`src/rtl/phy_tx_lane_sched.sv`:
```
// Purpose : round-robin byte scheduler for the PHY transmitter: COM sync burst, then 4-source RR with IDL/SKP fill.
// Latency : granted byte appears on data_out one clk after valid_in[i] && ready_out[i].
// Backpr. : ready_out (combinational) is one-hot or zero; it is zero outside ACTIVE, on SKP cycles and when enable is low.
//
// Ports   : clk, reset (async, active-high), enable; in0..in3 + valid_in[3:0] / ready_out[3:0] source handshake;
//           data_out, valid_out, k_char, lane_sel (registered byte stream); state_out (00 IDLE, 01 SYNC, 10 ACTIVE), sync_done.
// Option  : define PHY_TX_SCHED_STATS_EN to add saturating per-source byte counters cnt0..cnt3 and SKP counter skp_cnt.
module phy_tx_lane_sched #(
    parameter int          SYNC_COUNT   = 4,
    parameter int          SKP_INTERVAL = 16,
    parameter logic [7:0]  COM_SYM      = 8'hBC,
    parameter logic [7:0]  IDL_SYM      = 8'h7C,
    parameter logic [7:0]  SKP_SYM      = 8'h1C
) (
    input  logic        clk,
    input  logic        reset,
    input  logic        enable,
    input  logic [7:0]  in0,
    input  logic [7:0]  in1,
    input  logic [7:0]  in2,
    input  logic [7:0]  in3,
    input  logic [3:0]  valid_in,
    output logic [3:0]  ready_out,
    output logic [7:0]  data_out,
    output logic        valid_out,
    output logic        k_char,
    output logic [1:0]  lane_sel,
    output logic [1:0]  state_out,
    output logic        sync_done
`ifdef PHY_TX_SCHED_STATS_EN
    ,
    output logic [15:0] cnt0,
    output logic [15:0] cnt1,
    output logic [15:0] cnt2,
    output logic [15:0] cnt3,
    output logic [15:0] skp_cnt
`endif
);

    localparam int SC_W  = $clog2(SYNC_COUNT + 1);
    localparam int SKP_W = $clog2(SKP_INTERVAL);

    typedef enum logic [1:0] {
        ST_IDLE   = 2'b00,
        ST_SYNC   = 2'b01,
        ST_ACTIVE = 2'b10
    } state_t;

    state_t           r_state;
    logic [SC_W-1:0]  r_sync_cnt;
    logic [SKP_W-1:0] r_skp_cnt;
    logic [1:0]       r_rr;

    state_t           w_state_nxt;
    logic [SC_W-1:0]  w_sync_nxt;
    logic [SKP_W-1:0] w_skp_nxt;
    logic [1:0]       w_rr_nxt;
    logic [7:0]       w_dat_nxt;
    logic             w_vld_nxt;
    logic             w_k_nxt;
    logic [1:0]       w_lane_nxt;

    logic             w_grant_vld;
    logic [1:0]       w_grant_idx;
    logic [7:0]       w_grant_byte;
    logic             w_skp_hit;

    // SKP slot: the last cycle of each SKP_INTERVAL window while the link stays up.
    assign w_skp_hit = (r_state == ST_ACTIVE) && enable &&
                       (r_skp_cnt == SKP_W'(SKP_INTERVAL - 1));

    // Round-robin search: walk from the highest offset down so the lowest
    // offset from r_rr that is valid wins.
    always_comb begin
        logic [1:0] cand;
        cand        = '0;
        w_grant_vld = 1'b0;
        w_grant_idx = '0;
        for (int k = 3; k >= 0; k--) begin
            cand = r_rr + 2'(k);
            if (valid_in[cand]) begin
                w_grant_vld = 1'b1;
                w_grant_idx = cand;
            end
        end
    end

    always_comb begin
        case (w_grant_idx)
            2'd0:    w_grant_byte = in0;
            2'd1:    w_grant_byte = in1;
            2'd2:    w_grant_byte = in2;
            default: w_grant_byte = in3;
        endcase
    end

    // Next-state and next-output decode.
    always_comb begin
        w_state_nxt = r_state;
        w_sync_nxt  = r_sync_cnt;
        w_skp_nxt   = r_skp_cnt;
        w_rr_nxt    = r_rr;
        w_dat_nxt   = 8'h00;
        w_vld_nxt   = 1'b0;
        w_k_nxt     = 1'b0;
        w_lane_nxt  = 2'd0;
        ready_out   = 4'b0000;
        case (r_state)
            ST_IDLE: begin
                if (enable) begin
                    w_state_nxt = ST_SYNC;
                    w_sync_nxt  = '0;
                end
            end
            ST_SYNC: begin
                if (!enable) begin
                    w_state_nxt = ST_IDLE;
                    w_sync_nxt  = '0;
                end else begin
                    w_dat_nxt = COM_SYM;
                    w_k_nxt   = 1'b1;
                    if (r_sync_cnt == SC_W'(SYNC_COUNT - 1)) begin
                        w_state_nxt = ST_ACTIVE;
                        w_sync_nxt  = '0;
                    end else begin
                        w_sync_nxt = r_sync_cnt + SC_W'(1);
                    end
                end
            end
            ST_ACTIVE: begin
                if (!enable) begin
                    w_state_nxt = ST_IDLE;
                    w_skp_nxt   = '0;
                    w_rr_nxt    = 2'd0;
                end else if (w_skp_hit) begin
                    // SKP pre-empts any grant; RR pointer is left alone.
                    w_dat_nxt = SKP_SYM;
                    w_k_nxt   = 1'b1;
                    w_skp_nxt = '0;
                end else begin
                    w_skp_nxt = r_skp_cnt + SKP_W'(1);
                    if (w_grant_vld) begin
                        ready_out  = 4'b0001 << w_grant_idx;
                        w_dat_nxt  = w_grant_byte;
                        w_vld_nxt  = 1'b1;
                        w_lane_nxt = w_grant_idx;
                        w_rr_nxt   = w_grant_idx + 2'd1;
                    end else begin
                        w_dat_nxt = IDL_SYM;
                        w_k_nxt   = 1'b1;
                    end
                end
            end
            default: begin
                w_state_nxt = ST_IDLE;
            end
        endcase
    end

    always_ff @(posedge clk or posedge reset) begin
        if (reset) begin
            r_state    <= ST_IDLE;
            r_sync_cnt <= '0;
            r_skp_cnt  <= '0;
            r_rr       <= 2'd0;
        end else begin
            r_state    <= w_state_nxt;
            r_sync_cnt <= w_sync_nxt;
            r_skp_cnt  <= w_skp_nxt;
            r_rr       <= w_rr_nxt;
        end
    end

    always_ff @(posedge clk or posedge reset) begin
        if (reset) begin
            data_out  <= 8'h00;
            valid_out <= 1'b0;
            k_char    <= 1'b0;
            lane_sel  <= 2'd0;
            sync_done <= 1'b0;
        end else begin
            data_out  <= w_dat_nxt;
            valid_out <= w_vld_nxt;
            k_char    <= w_k_nxt;
            lane_sel  <= w_lane_nxt;
            sync_done <= (w_state_nxt == ST_ACTIVE);
        end
    end

    assign state_out = r_state;

`ifdef PHY_TX_SCHED_STATS_EN
    logic [15:0] r_cnt [4];
    logic [15:0] r_skp_stat;

    always_ff @(posedge clk or posedge reset) begin
        if (reset) begin
            for (int i = 0; i < 4; i++) r_cnt[i] <= 16'h0000;
            r_skp_stat <= 16'h0000;
        end else begin
            for (int i = 0; i < 4; i++) begin
                if (valid_in[i] && ready_out[i] && (r_cnt[i] != 16'hFFFF))
                    r_cnt[i] <= r_cnt[i] + 16'd1;
            end
            if (w_skp_hit && (r_skp_stat != 16'hFFFF))
                r_skp_stat <= r_skp_stat + 16'd1;
        end
    end

    assign cnt0    = r_cnt[0];
    assign cnt1    = r_cnt[1];
    assign cnt2    = r_cnt[2];
    assign cnt3    = r_cnt[3];
    assign skp_cnt = r_skp_stat;
`endif

endmodule

```
`config.mk`:
```
export PLATFORM = sky130hd
export DESIGN_NAME = phy_tx_lane_sched
export DESIGN_NICKNAME = d
export VERILOG_FILES = /design/src/rtl/phy_tx_lane_sched.sv
export SDC_FILE = /design/constraint.sdc
export NUM_CORES = 1
export LEC_CHECK = 0
export CAP_MARGIN = 5
export CELL_PAD_IN_SITES_DETAIL_PLACEMENT = 1
export CELL_PAD_IN_SITES_GLOBAL_PLACEMENT = 2
export CORE_MARGIN = 2
export CORE_UTILIZATION = 26
export CTS_BUF_LIST = sky130_fd_sc_hd__clkbuf_8
export DETAILED_ROUTE_END_ITERATION = 6
export GPL_ROUTABILITY_DRIVEN = 0
export PLACE_DENSITY_LB_ADDON = 0.05
export SLEW_MARGIN = 15
export SYNTH_ARGS = -nofsm -noshare
export SYNTH_HDL_FRONTEND = slang
export SYNTH_SLANG_ARGS = --single-unit
```
`constraint.sdc`:
```
create_clock -name clk -period 2.2 [get_ports clk]
set_input_delay 0.22 -clock clk [delete_from_list [all_inputs] [get_ports clk]]
set_output_delay 0.22 -clock clk [all_outputs]
set_load 0.02 [all_outputs]
```
# Word level (Yosys, flattened, before mapping)
# Cells that the tools add are included.
dict set report word_totals {
  ff_bits 24
  output_inout_bits 19
  in_bits 39
}
dict set report classes {
  n_mux 53
  magnitude_cmp 4
  reduce_logical 7
  n_eq_ne 10
  addsub 6
  shifts 1
}
# operator n
set ops {}
lappend ops {{2-to-1 mux 8 bit} 4}
lappend ops {{2-to-1 mux 2 bit} 15}
lappend ops {{2-to-1 mux 4 bit} 6}
lappend ops {{one-hot mux 8 bit (3 select lines)} 1}
lappend ops {{2-to-1 mux 1 bit} 16}
lappend ops {{one-hot mux 8 bit (2 select lines)} 1}
lappend ops {{< comparator 2 x 3 -> 1 bit, second input constant} 4}
lappend ops {{2-to-1 mux 3 bit} 3}
lappend ops {{binary-select mux 1 bit (select 2 bit)} 4}
lappend ops {{== test 2 bit, second input constant} 3}
lappend ops {{one-hot mux 2 bit (3 select lines)} 1}
lappend ops {{one-hot mux 3 bit (2 select lines)} 1}
lappend ops {{adder 2 x 1 -> 2 bit, second input constant} 2}
lappend ops {{adder 2 bit, second input constant} 2}
lappend ops {{adder 4 x 1 -> 4 bit, second input constant} 1}
lappend ops {{== test 2 x 1 -> 1 bit, second input constant} 2}
lappend ops {{== test 4 bit, second input constant} 1}
lappend ops {{zero test 2 bit} 2}
lappend ops {{inequality test 2 bit, second input constant} 2}
lappend ops {{<< shifter 1 x 2 -> 4 bit, first input constant} 1}
lappend ops {{adder 3 x 1 -> 3 bit, second input constant} 1}
lappend ops {{== test 3 x 2 -> 1 bit, second input constant} 1}
lappend ops {{AND reduction 3 bit} 1}
lappend ops {{logical AND 1 bit} 2}
lappend ops {{other kinds (4)} 4}

# Depth between registers and ports, before layout
dict set report depth {
  ltp_word 13
  ltp_mapped 8
}

# Worst setup path after synthesis
# OpenSTA, ideal clock, no wires.
dict set report synth_timing {
  kind {register to output}
  from {reg r_skp_cnt[0]}
  to {out ready_out[2]}
  path_slack_ns 0.209
  arrival_ns 1.771
  t_required_ns 1.980
  path_stages_with_launch 7
  path_buffers 0
  path_cell_list {dfrtp_1 ha_1 and3_1 nand3b_1 nor2_1 nand2b_1 nor2b_1}
}
dict set report synth_via {
  elab_chain_cells 5
}
# item line
set synth_lines {}
lappend synth_lines {{start: declaration} 51} ;# logic [SKP_W-1:0] r_skp_cnt;
lappend synth_lines {{start signal: assignment} 169} ;# r_skp_cnt <= w_skp_nxt;
lappend synth_lines {{== test 4 bit} 70} ;# (r_skp_cnt == SKP_W'(SKP_INTERVAL - 1));
lappend synth_lines {{logical AND 1 bit} 69} ;# assign w_skp_hit = (r_state == ST_ACTIVE) && enable &&
lappend synth_lines {{2-to-1 mux 4 bit} 135} ;# end else if (w_skp_hit) begin
lappend synth_lines {{2-to-1 mux 4 bit} 131} ;# if (!enable) begin
lappend synth_lines {{2-to-1 mux 4 bit} 108} ;# case (r_state)
lappend synth_lines {{end: declaration} 23} ;# output logic [3:0] ready_out,
# Every way passes these cells.

# Worst setup path in the final report
# Ends and elaborated chain as after synthesis.

==> insert_results.sql <==
INSERT INTO impl_metrics (metric_group, metric, value, unit) VALUES
('place', 'post-place-cells', '287', ''),
('setup_path', 'worstSetupStartpointType', 'register', ''),
('power', 'worst_ir_drop_vdd', '0.327', 'mV'),
('setup_path', 'cp-end-kind', 'output port', ''),
('setup_path', 'r2r_start', 'r_rr[1]', ''),
('timing', 'maxClockFrequency', '0.483', 'GHz'),
('timing', 'post-route-min-period', '2.07', 'ns'),
('floorplan', 'core_area', '5470', 'sq um'),
('global_routing', 'grt_max_degree', '25', ''),
('final_layout', 'final_util', '0.424', ''),
('global_routing', 'number_of_antenna_violations_at_the_first_check_in_global_routing', '0', ''),
('floorplan', 'floorplan.io_pins', '58', ''),
('timing', 'layout_setup_ws', '0.131', 'ns'),
('clock_network', 'tritoncts', 'done', ''),
('detailed_routing', 'routed_wire_length_per_instance', '15.3', 'um'),
('synth', 'synth.top_cell.area_share', '0.410', ''),
('power', 'static-leakage-power', '1.06', 'nW'),
('timing', 'setup-tns-final', '0', 'ns'),
('synth', 'synthFlopType', 'sky130_fd_sc_hd__dfrtp_1', ''),
('synth', 'synth_area', '1460', 'sq um'),
('synth', 'synth.top_cells.by_area', 'sky130_fd_sc_hd__dfrtp_1 41%, sky130_fd_sc_hd__mux2i_1 12%, sky130_fd_sc_hd__ha_1 5.1%', ''),
('timing', 'grt_setup_unrepaired', 'false', ''),
('setup_path', 'crit_path_max_incr_delay', '0.41', 'ns'),
('detailed_routing', 'drt_iter0_drc', '25', ''),
('setup_path', 'worst_path_max_delay_cell', 'sky130_fd_sc_hd__dfrtp_1', ''),
('timing', 'report.final.slew_viol_count', '0', ''),
('synth', 'synth_area_in_compound_gates', '0.177', ''),
('detailed_routing', 'viasPerCell', '4.66', ''),
('clock_network', 'buffer_type_at_the_clock_tree_root', 'sky130_fd_sc_hd__clkbuf_8', ''),
('setup_path', 'arrival_worst_endpoint', '1.85', 'ns'),
('timing', 'finalCritPeriodShare', '0.941', ''),
('clock_network', 'hold_buffers', '0', ''),
('timing', 'fin_worst_hold_slack', '0.303', 'ns'),
('floorplan', 'floorplan.die.height', '79.0', 'um'),
('clock_network', 'worst_skew_pair_later_pin_latency', '0.27', 'ns'),
('clock_network', 'cts-root-to-sink-buffers', '2', ''),
('synth', 'synth_adder_area_share', '0.0513', ''),
('synth', 'largest_family_of_logic_cells_by_synthesized_area', 'compound AO/OA/AOI/OAI gates', ''),
('status', 'status', 'complete, no violations', ''),
('setup_path', 'path_cells', 'ha_2 -> and3_4 -> nand3b_1 -> nor2_4 -> nand2b_1 -> nor2b_1 -> buf_4', ''),
('clock_network', 'htree_num_levels', '1', ''),
('clock_network', 'numCtsBuffers', '3', ''),
('worst_hold_path', 'hold_path.class', 'in -> async', ''),
('job', 'timing.max_cap.violations', '0', ''),
('floorplan', 'die_area', '6250', 'sq um'),
('setup_path', 'setup.worst_path.start', 'r_skp_cnt[0]', ''),
('synth', 'synth_enable_flop_cells', '0', ''),
('global_routing', 'wire_length_of_the_first_global_routing_pass', '7.29', 'mm'),
('detailed_routing', 'detail_route.wirelength', '4.53', 'mm'),
('timing', 'timing_worst_slew_pin_value', '0.532', 'ns'),
('synth', 'post-synth-top-count-cell', 'sky130_fd_sc_hd__dfrtp_1', ''),
('detailed_routing', 'via_count', '1384', ''),
('timing', 'finClkSkew', '0.00280', 'ns'),
('global_routing', 'grt_overflow_total', '0', ''),
('detailed_routing', 'detail_route.first_pass.iterations', '3', ''),
('final_layout', 'num-nets-final', '271', ''),
('synth', 'number_of_synthesized_register_bits', '24', ''),
('setup_path', 'timing_worst_setup_path_type', 'reg -> out', ''),
('timing', 'relSlewSlack', '0.636', ''),
('place', 'place.detailed.hpwl', '3.55', 'mm'),
('synth', 'synthesis.yosys.warnings', '0', ''),
('place', 'placement.io_buffers', '57', ''),
('global_routing', 'grt_pass1_vias', '1481', ''),
('synth', 'seq_area_frac_synth', '0.410', ''),
('synth', 'gate_count_after_technology_mapping', '146', ''),
('detailed_routing', 'final_antenna_net_count', '0', ''),
('setup_path', 'required', '1.98', 'ns'),
('synth', 'mappedNetlistNets', '191', ''),
('setup_path', 'r2r.worst_path.cells', '8', ''),
('setup_path', 'critical_path_fanouts_max', '6', ''),
('timing', 'timing.final.hold_violations', '0', '');
[cell type report]
| cell class | count | area (sq um) |
|---|---|---|
| fillers | 653 | 3150 |
| multi-input cells | 104 | 781 |
| well taps | 72 | 90.1 |
| clock buffers | 4 | 55.1 |
| repair buffers | 83 | 756 |
| inverters | 10 | 37.5 |
| flip-flops and latches | 24 | 601 |
[state kept, by name (all words and copies together) (netlist names)]
| name | cells |
|---|---|
| k_char | 1 |
| state_out | 2 |
| r_skp_cnt | 4 |
| r_sync_cnt | 3 |
| lane_sel | 2 |
| sync_done | 1 |
| data_out | 8 |
| valid_out | 1 |
| r_rr | 2 |
[per-layer routing]
layer | up-vias | wire [um] | track usage
met1 | 678 | 1890 | 0.173
met3 | 5 | 215 | 0.0307
met5 | - | 0 | 0
met4 | 0 | 55 | 0.0414
li1 | 673 | - | -
met2 | 28 | 2370 | 0.275
[critical path, delay by kind of cell, from the launching register on]
| kind | cells | cell delay (ns) |
|---|---|---|
| simple gates | 5 | 0.82 |
| fa+ha+maj | 1 | 0.20 |
| flops | 1 | 0.41 |
| buf+inv | 1 | 0.15 |
[timing repair]
item / CTS / global route
pin swaps: 1 / 1
buffers inserted: 3 / 3
resized for setup: 17 / 7
endpoints found under the setup margin: 4 / 4
[power breakdown]
part           internal, mW  switching, mW  total, mW  leakage, nW
Combinational         0.497          0.487      0.983        0.715
Clock                 0.160          0.153      0.313       0.0288
Sequential            0.521         0.0447      0.566        0.319
[logic make-up after synthesis]
family | count (synthesis)
AND/OR/NAND/NOR | 38
XOR/XNOR | 1
AO/OA/AOI/OAI | 36
flip-flops | 24
buffers and inverters | 18
adder cells (fa/ha/maj) | 6
multiplexers | 23
[cell usage in the layout, fill, tap and decap left out, types with 2 or more instances in the layout]
cell type,n
sky130_fd_sc_hd__nand2_1,13
sky130_fd_sc_hd__buf_4,29
sky130_fd_sc_hd__a21o_1,2
sky130_fd_sc_hd__clkdlybuf4s50_1,52
sky130_fd_sc_hd__a211oi_1,2
sky130_fd_sc_hd__a21oi_1,11
sky130_fd_sc_hd__a22o_1,2
sky130_fd_sc_hd__nand2b_1,2
sky130_fd_sc_hd__nor2_1,8
sky130_fd_sc_hd__clkbuf_8,4
sky130_fd_sc_hd__o21ai_0,7
sky130_fd_sc_hd__mux2i_1,18
sky130_fd_sc_hd__inv_1,10
sky130_fd_sc_hd__nor2b_1,5
sky130_fd_sc_hd__ha_1,5
sky130_fd_sc_hd__a31oi_1,2
sky130_fd_sc_hd__o31ai_1,2
sky130_fd_sc_hd__nand3_1,3
sky130_fd_sc_hd__dfrtp_1,24
sky130_fd_sc_hd__mux2_2,5
[per-stage QoR]
| step | cell area (sq um) | power, mW |
|---|---|---|
| final | 2320 | 1.86 |
| after global routing | 2320 | 2.00 |
| after CTS | 2290 | 1.88 |
| after detailed placement | 2210 | 1.54 |
| after global placement | 2210 | 1.51 |
| after floorplan | 1460 | 1.18 |
[path summary, 6_finish.rpt]
check,end,slack (ns)
min,lane_sel[0],0.30
min in group clk,r_sync_cnt[2],0.52
min reg2reg,r_sync_cnt[2],0.52
max reg2reg,data_out[6],0.29
max in group asynchronous,data_out[4],1.65
max,ready_out[2],0.13
Note: power is estimated with default switching activity, not from simulation.
